**config.mk**
```make
export PLATFORM = sky130hd
export DESIGN_NAME = dds_pwl_mc
export DESIGN_NICKNAME = d
export VERILOG_FILES = /design/src/rtl/dds_pkg.sv /design/src/rtl/dds_lut_ram.sv /design/src/rtl/dds_pwl_mc.sv
export SDC_FILE = /design/constraint.sdc
export NUM_CORES = 2
export LEC_CHECK = 0
export CAP_MARGIN = 20
export CORE_MARGIN = 2
export CORE_UTILIZATION = 53
export CTS_BUF_LIST = sky130_fd_sc_hd__clkbuf_4 sky130_fd_sc_hd__clkbuf_8
export CTS_CLUSTER_SIZE = 30
export DETAILED_ROUTE_END_ITERATION = 7
export DONT_BUFFER_PORTS = 1
export GPL_ROUTABILITY_DRIVEN = 0
export GPL_TIMING_DRIVEN = 1
export PLACE_DENSITY = 0.74
export SETUP_SLACK_MARGIN = 0.15
export SLEW_MARGIN = 10
export SYNTH_ARGS = -nofsm -noshare
export SYNTH_HDL_FRONTEND = slang
export SYNTH_SLANG_ARGS = --single-unit
```
**constraint.sdc**
```tcl
create_clock -name clk -period 8.2 [get_ports clk]
set_clock_uncertainty 0.15 [all_clocks]
set_input_delay 1.64 -clock clk [delete_from_list [all_inputs] [get_ports clk]]
set_output_delay 1.64 -clock clk [all_outputs]
set_load 0.02 [all_outputs]
```
**src/rtl/dds_pkg.sv**
```systemverilog
// dds_pkg: shared definitions for the multi-channel piecewise-linear DDS.
//   - parameter derivation helpers (fraction width, channel tag width)
//   - pipeline latency
//   - quadrant encoding of the two phase MSBs
//   - field offsets of the {c0, c1} LUT word
package dds_pkg;

  localparam int LATENCY = 4;

  // Two phase MSBs select the quarter of the sine period.
  typedef enum logic [1:0] {
    Q_RISE     = 2'b00,  // 0..pi/2     : +lut(r)
    Q_FALL     = 2'b01,  // pi/2..pi    : +lut(~r)
    Q_NEG_RISE = 2'b10,  // pi..3pi/2   : -lut(r)
    Q_NEG_FALL = 2'b11   // 3pi/2..2pi  : -lut(~r)
  } quad_e;

  function automatic int calc_frac_w(input int phase_w, input int seg_w);
    return phase_w - 2 - seg_w;
  endfunction

  function automatic int calc_cw(input int ch);
    return (ch > 1) ? $clog2(ch) : 1;
  endfunction

  // LUT word is {c0, c1}: slope in the low half, base value in the high half.
  function automatic int lut_c1_lsb(input int out_w);
    return 0 * out_w;
  endfunction

  function automatic int lut_c0_lsb(input int out_w);
    return out_w;
  endfunction

endpackage

```
**src/rtl/dds_lut_ram.sv**
```systemverilog
// dds_lut_ram: quarter-wave coefficient store, 2^SEG_W words of DATA_W bits.
// Ports:
//   clk       clock
//   i_we      synchronous write enable
//   i_waddr   write address
//   i_wdata   write data
//   i_re      read enable; read data register holds while low
//   i_raddr   read address
//   o_rdata   registered read data (one-cycle latency)
module dds_lut_ram #(
  parameter int SEG_W  = 6,
  parameter int DATA_W = 32
) (
  input  logic              clk,
  input  logic              i_we,
  input  logic [SEG_W-1:0]  i_waddr,
  input  logic [DATA_W-1:0] i_wdata,
  input  logic              i_re,
  input  logic [SEG_W-1:0]  i_raddr,
  output logic [DATA_W-1:0] o_rdata
);

  logic [DATA_W-1:0] r_mem [2**SEG_W];
  logic [DATA_W-1:0] r_rdata;

  // NOTE: the array has no reset branch so it maps onto block RAM; coefficients
  // survive a reset and are only changed by writes.
  always_ff @(posedge clk) begin
    if (i_we) r_mem[i_waddr] <= i_wdata;
    // Holding the read register while disabled keeps an in-flight sample's
    // coefficients stable across stalls and concurrent writes.
    if (i_re) r_rdata <= r_mem[i_raddr];
  end

  assign o_rdata = r_rdata;

endmodule

```
**src/rtl/dds_pwl_mc.sv**
```systemverilog
// dds_pwl_mc: CH-channel time-multiplexed DDS with a piecewise-linear sine
// engine fed from a run-time loadable quarter-wave coefficient LUT.
// Ports:
//   clk        clock, rising edge
//   reset      synchronous active-high reset (LUT contents are kept)
//   cen        active-low run enable
//   wen        active-low LUT write strobe; low also stalls the engine
//   index_wri  LUT write address
//   D          LUT write data {c0, c1}, both unsigned
//   fcw        per-channel frequency word, channel k at [k*PHASE_W +: PHASE_W]
//   offset     per-channel phase offset, same packing
//   sin_amp    signed sample
//   ch_out     channel tag of sin_amp
//   wen_out    one-cycle sample-valid strobe
// Pipeline: S0 phase accumulate, S1 fold + LUT read, S2 slope multiply,
// S3 add/saturate/sign -> outputs.
module dds_pwl_mc
  import dds_pkg::*;
#(
  parameter  int CH      = 4,
  parameter  int PHASE_W = 16,
  parameter  int SEG_W   = 6,
  parameter  int OUT_W   = 16,
  localparam int CW      = calc_cw(CH),
  localparam int FRAC_W  = calc_frac_w(PHASE_W, SEG_W)
) (
  input  logic                    clk,
  input  logic                    reset,
  input  logic                    cen,
  input  logic                    wen,
  input  logic [SEG_W-1:0]        index_wri,
  input  logic [2*OUT_W-1:0]      D,
  input  logic [CH*PHASE_W-1:0]   fcw,
  input  logic [CH*PHASE_W-1:0]   offset,
  output logic signed [OUT_W-1:0] sin_amp,
  output logic [CW-1:0]           ch_out,
  output logic                    wen_out
);

  localparam int C0_LSB = lut_c0_lsb(OUT_W);
  localparam int C1_LSB = lut_c1_lsb(OUT_W);
  localparam logic [OUT_W:0] SAT_MAX = {2'b00, {(OUT_W-1){1'b1}}};

  logic w_run;
  assign w_run = ~reset & ~cen & wen;

  // S0 state: accumulators and slot counter
  logic [PHASE_W-1:0] r_acc [CH];
  logic [CW-1:0]      r_slot;
  logic [PHASE_W-1:0] w_fcw_k, w_off_k;
  logic [PHASE_W-1:0] r_p0;
  logic [CW-1:0]      r_ch0;
  logic               r_v0;

  assign w_fcw_k = fcw[int'(r_slot)*PHASE_W +: PHASE_W];
  assign w_off_k = offset[int'(r_slot)*PHASE_W +: PHASE_W];

  // S1: quarter-wave fold of the registered phase
  quad_e              w_quad;
  logic               w_mirror, w_sign;
  logic [PHASE_W-3:0] w_r;
  logic [SEG_W-1:0]   w_seg;
  logic [FRAC_W-1:0]  w_frac;

  assign w_quad   = quad_e'(r_p0[PHASE_W-1 -: 2]);
  assign w_mirror = (w_quad == Q_FALL) || (w_quad == Q_NEG_FALL);
  assign w_sign   = (w_quad == Q_NEG_RISE) || (w_quad == Q_NEG_FALL);
  assign w_r      = w_mirror ? ~r_p0[PHASE_W-3:0] : r_p0[PHASE_W-3:0];
  assign w_seg    = w_r[PHASE_W-3 -: SEG_W];
  assign w_frac   = w_r[FRAC_W-1:0];

  logic [FRAC_W-1:0]  r_frac1;
  logic               r_sign1, r_v1;
  logic [CW-1:0]      r_ch1;
  logic [2*OUT_W-1:0] w_lut_q;
  logic [OUT_W-1:0]   w_c0, w_c1;

  dds_lut_ram #(
    .SEG_W  (SEG_W),
    .DATA_W (2*OUT_W)
  ) u_lut (
    .clk     (clk),
    .i_we    (~wen),
    .i_waddr (index_wri),
    .i_wdata (D),
    .i_re    (w_run),
    .i_raddr (w_seg),
    .o_rdata (w_lut_q)
  );

  assign w_c0 = w_lut_q[C0_LSB +: OUT_W];
  assign w_c1 = w_lut_q[C1_LSB +: OUT_W];

  // S2: slope * fraction
  logic [2*OUT_W-1:0] r_prod2;
  logic [OUT_W-1:0]   r_c0_2;
  logic               r_sign2, r_v2;
  logic [CW-1:0]      r_ch2;

  // S3: interpolate, saturate to the positive full scale, apply sign
  logic [OUT_W:0]   w_m;
  logic [OUT_W-1:0] w_mag;
  assign w_m   = {1'b0, r_c0_2} + (OUT_W+1)'(r_prod2 >> FRAC_W);
  assign w_mag = (w_m > SAT_MAX) ? SAT_MAX[OUT_W-1:0] : w_m[OUT_W-1:0];

  logic [OUT_W-1:0] r_amp;
  logic [CW-1:0]    r_ch3;
  logic             r_wen_out;

  // NOTE: state is updated with non-blocking assignments so every stage reads
  // the previous cycle's value of the stage before it.
  always_ff @(posedge clk) begin
    if (reset) begin
      for (int k = 0; k < CH; k++) r_acc[k] <= '0;
      r_slot    <= '0;
      r_p0      <= '0;
      r_ch0     <= '0;
      r_v0      <= 1'b0;
      r_frac1   <= '0;
      r_sign1   <= 1'b0;
      r_ch1     <= '0;
      r_v1      <= 1'b0;
      r_prod2   <= '0;
      r_c0_2    <= '0;
      r_sign2   <= 1'b0;
      r_ch2     <= '0;
      r_v2      <= 1'b0;
      r_amp     <= '0;
      r_ch3     <= '0;
      r_wen_out <= 1'b0;
    end else if (w_run) begin
      r_acc[r_slot] <= r_acc[r_slot] + w_fcw_k;
      r_slot        <= (r_slot == CW'(CH-1)) ? '0 : r_slot + 1'b1;
      r_p0          <= r_acc[r_slot] + w_off_k;
      r_ch0         <= r_slot;
      r_v0          <= 1'b1;

      r_frac1 <= w_frac;
      r_sign1 <= w_sign;
      r_ch1   <= r_ch0;
      r_v1    <= r_v0;

      r_prod2 <= (2*OUT_W)'(w_c1) * (2*OUT_W)'(r_frac1);
      r_c0_2  <= w_c0;
      r_sign2 <= r_sign1;
      r_ch2   <= r_ch1;
      r_v2    <= r_v1;

      r_wen_out <= r_v2;
      // Outputs only move on a real sample so they read 0 until the first one.
      if (r_v2) begin
        r_amp <= r_sign2 ? -w_mag : w_mag;
        r_ch3 <= r_ch2;
      end
    end else begin
      // Stalled: everything holds, only the strobe drops.
      r_wen_out <= 1'b0;
    end
  end

  assign sin_amp = r_amp;
  assign ch_out  = r_ch3;
  assign wen_out = r_wen_out;

endmodule
```
==> impl_results.md <==
- Initial DRC count: roughly 5300
- Die ar.: around 180000 µm²
- Seq cells post-synth: about 2200
- Worst setup path class: flip-flop to flip-flop
- Seq/Total Area, Yosys: between 70 and 80%
- Post-DRT Antenna Nets: 0
- Rel. slew slack: 27.1%
- Filler cell count: between 10000 and 15000
- CP Data Required Time: around 9 ns
- LEAKAGE: ~33 nW
- Crit path largest cell delay: between 0.7 and 0.8 ns
- Async SR Flop Fraction: 0%
- Crit path max-delay family: compound AO/OA/AOI/OAI gates
- Vias per Instance: between 6 and 7
- CTS tree: built
- Mapped Cells: 4321
- Measured slew at the worst slew-check pin: around 1.1 ns
- Pin count of the biggest net entering global routing: about 140
- First-pass GRT wire length: slightly above 300 mm
- Worst-path fanout max: 17
- TritonCTS Sinks: between 2000 and 2500
- DR DRC count: 0
- PortBufs: 0
- Min cycle time layout: 5.98 ns
- P per Cell Area: ~260 nW/µm²
- Pre-Repair DR Iteration Count: 8
- Pins Over Slew Limit: 0
- Most used DFF post-synth: edfxtp_1
- Die height: 419 µm
- CTS resizes: 0
- Crit path DAT: 6.65 ns
- Global route total overflow: 0
- Number of distinct library cells after synthesis: 72
- Area grow syn2layout: 10.9%
- H-Tree Depth: 5
- Worst Path Buf+Inv: 1
- Starting Density: a little over half
- Final worst setup slack: around 2.2 ns
- Synthesized area per cell: 21.1 µm²
- FMAX: 0.167 GHz
- Post-synth top area share: 70.5%
- Via count: around 45000
- Final nets: 4912
- Clock Pin Slew Worst Setup and Hold Paths: about 0.060 ns
- Vias in the first global route: around 45000
- Number of flops mapped to enable cells by yosys: 2144
- Max-Cap Viols: 0
- Die Span X: ~420 µm
- Post-DP HPWL: 114 mm
- Max Root-Sink Buffers: 4
- Share of cells above drive strength 1: between 20% and 30%
- Register area: 66200 µm²
- Post-CTS Setup Inserts: 0
- Synth Net Count: 4666
- Multi-input combinational cell area: about 24000 µm²
- Setup violators final: 0
- Clock tree root buffer cell: clkbuf_8
- Cell Area, Synth: slightly above 90000 µm²
- Critical Path Start Type: flip-flop
- Ports: approximately 190
- Cell Area, Placed: between 90000 and 100000 µm²
- WHS: 0.299 ns
- Synth warn: 0
- Outcome: finished, final reports clean
- CP dominant cell by count: fa_1
- Slowest stage cell, crit path: dfxtp_1
- Worst hold path type: flip-flop to flip-flop
- Final hold violations: 0
- Area of the core: 171000 µm²
- Clk Latency, worst-skew pair: roughly 1.1 ns
- Setup TNS: 0 ns
- Cell Chain, Critical Path: nand2_1 > fa_1 > fa_1 > inv_1 > fa_1 > fa_1 > ha_1 > a2111oi_0 > o21ai_0 > a221oi_1 > o22ai_1 > a31oi_1 > o21bai_1 > o41ai_1 > xnor2_1 > o21ai_1
- Final Instance Area: 101000 µm²
- Wirelength, routed: roughly 210 mm
- RSZ-0062 raised after global routing: false
- Overall Global Routing Usage: about a quarter
- # hold bufs at CTS: 0
- WL per Instance: between 20 and 30 µm
- Post-synth top area cell: edfxtp_1
- Synth area leaders: edfxtp_1 71%, mux4_2 18%, dfxtp_1 2.0%
- Max IR drop VDD: roughly 240 µV
- Standard-cell rows: around 150
- Place WS: about 2.2 ns
- Final period util: between 70% and 80%
- Initial antenna violation count: 22
- CTS buffer count: roughly 360
- Critical path endpoint category: flip-flop
-- logic make-up (layout without fill, tap and decap cells) --
kind of cell / after synthesis / in the layout / share of synthesized area, %
flip-flops: 2234 / 2234 / 72.5
adder cells (fa/ha/maj): 175 / 175 / 3.11
other: 0 / 16 / 0
AND/OR/NAND/NOR: 549 / 549 / 2.90
XOR/XNOR: 62 / 62 / 0.595
multiplexers: 723 / 723 / 17.8
AO/OA/AOI/OAI: 232 / 232 / 1.59
buffers and inverters: 346 / 841 / 1.50
-- placed cells by master, fill, tap and decap left out, types with 7 or more instances in the layout --
cell        Yosys  layout
buf_12          0       8
clkbuf_8        0     364
dfxtp_1        90      89
a21o_1         12      12
a31oi_1        11      11
xor2_1         20      17
nor2_1        150      88
buf_4           1      93
a21oi_1        53      53
xnor2_1        42      39
o21ai_0        80      80
nand3_1        63      63
nand2_1       144     143
mux4_2        720     720
o21a_1          7       7
nor2_4          0      62
clkbuf_4        0     117
a211oi_1       10      10
fa_1           86      86
o31ai_1        10      10
nor3_1         20      18
ha_1           89      89
o21bai_1        9       9
inv_1         132     130
or3_1           9       9
and2_1        109     109
clkinvlp_4      0       7
clkinv_1        0      79
clkinv_2        0      35
nor2b_1         9       9
edfxtp_1     2144    2144
diode_2         0      16
-- registers in the layout, indices dropped and copies added (netlist names), named ones only --
name	cells
u_lut.r_mem	2048
r_acc	64
u_lut.o_rdata	32
r_c0_2	16
r_p0	16
r_prod2	16
sin_amp	16
r_frac1	8
ch_out	2
r_ch0	2
r_ch1	2
r_ch2	2
r_slot	2
r_sign1	1
r_sign2	1
r_v0	1
r_v1	1
r_v2	1
wen_out	1
-- Yosys cell counts (20+ instances only) --
cell and count:
edfxtp_1 2144, mux4_2 720, nor2_1 150, nand2_1 144, clkbuf_1 142, inv_1 132
and2_1 109, dfxtp_1 90, ha_1 89, fa_1 86, o21ai_0 80, nand3_1 63
a21oi_1 53, buf_2 53, xnor2_1 42, nor3_1 20, xor2_1 20
-- worst reg2reg max path, stage by stage (launching register included) --
cell       delay [ns]
dfxtp_1          0.71
nand2_1          0.16
fa_1             0.51
fa_1             0.55
inv_1            0.05
fa_1             0.49
fa_1             0.42
ha_1             0.23
a2111oi_0        0.35
o21ai_0          0.21
a221oi_1         0.60
o22ai_1          0.27
a31oi_1          0.43
o21bai_1         0.18
o41ai_1          0.32
xnor2_1          0.16
o21ai_1          0.06
-- cell type report --
type	instances	area share (%)
antenna	16	0.0395
clock buffer	481	5.81
clock inverter	127	0.614
inverter	132	0.492
multi-input combinational	1741	24.0
sequential	2234	65.4
tap	2310	2.85
timing repair buffer	101	0.848
-- metrics by stage --
stage	util (%)	power, W	instances
global placement	55.3	0.0173	6518
global route	59.1	0.0268	7139
CTS	59.1	0.0261	7126
detailed placement	55.3	0.0173	6518
floorplan	-	0.0160	4321
finish	59.1	0.0259	7142
-- power breakdown --
| group | internal (W) | leakage [nW] | switching, W |
|---|---|---|---|
| clock | 0.00470 | 3.46 | 0.00417 |
| combinational | 0.00207 | 9.01 | 0.00226 |
| sequential | 0.0127 | 20.1 | 0.0000749 |
| total | 0.0194 | 32.6 | 0.00651 |
-- metal layers --
layer	wire, µm	up-vias	global-route usage, %	share of wire, %
met4	5050	6	7.29	2.4
li1	-	18325	-	-
met1	80300	23665	33.4	39
met3	20100	381	5.28	9.7
met5	47	-	0	0.023
met2	102000	2389	38.2	49
-- worst paths after layout --
path                                                  to  depth (start not counted)  slack (ns)               startpoint
worst max-delay path            r_prod2[23]$_SDFFE_PP0P_                         16        2.22  r_frac1[3]$_SDFFE_PP0P_
worst min register to register    ch_out[0]$_SDFFE_PP0P_                          2        0.30    r_ch2[0]$_SDFFE_PP0P_
worst min-delay path              ch_out[0]$_SDFFE_PP0P_                          2        0.30    r_ch2[0]$_SDFFE_PP0P_
worst max register to register  r_prod2[23]$_SDFFE_PP0P_                         16        2.22  r_frac1[3]$_SDFFE_PP0P_
No activity file was read; power rests on OpenSTA's default activity.
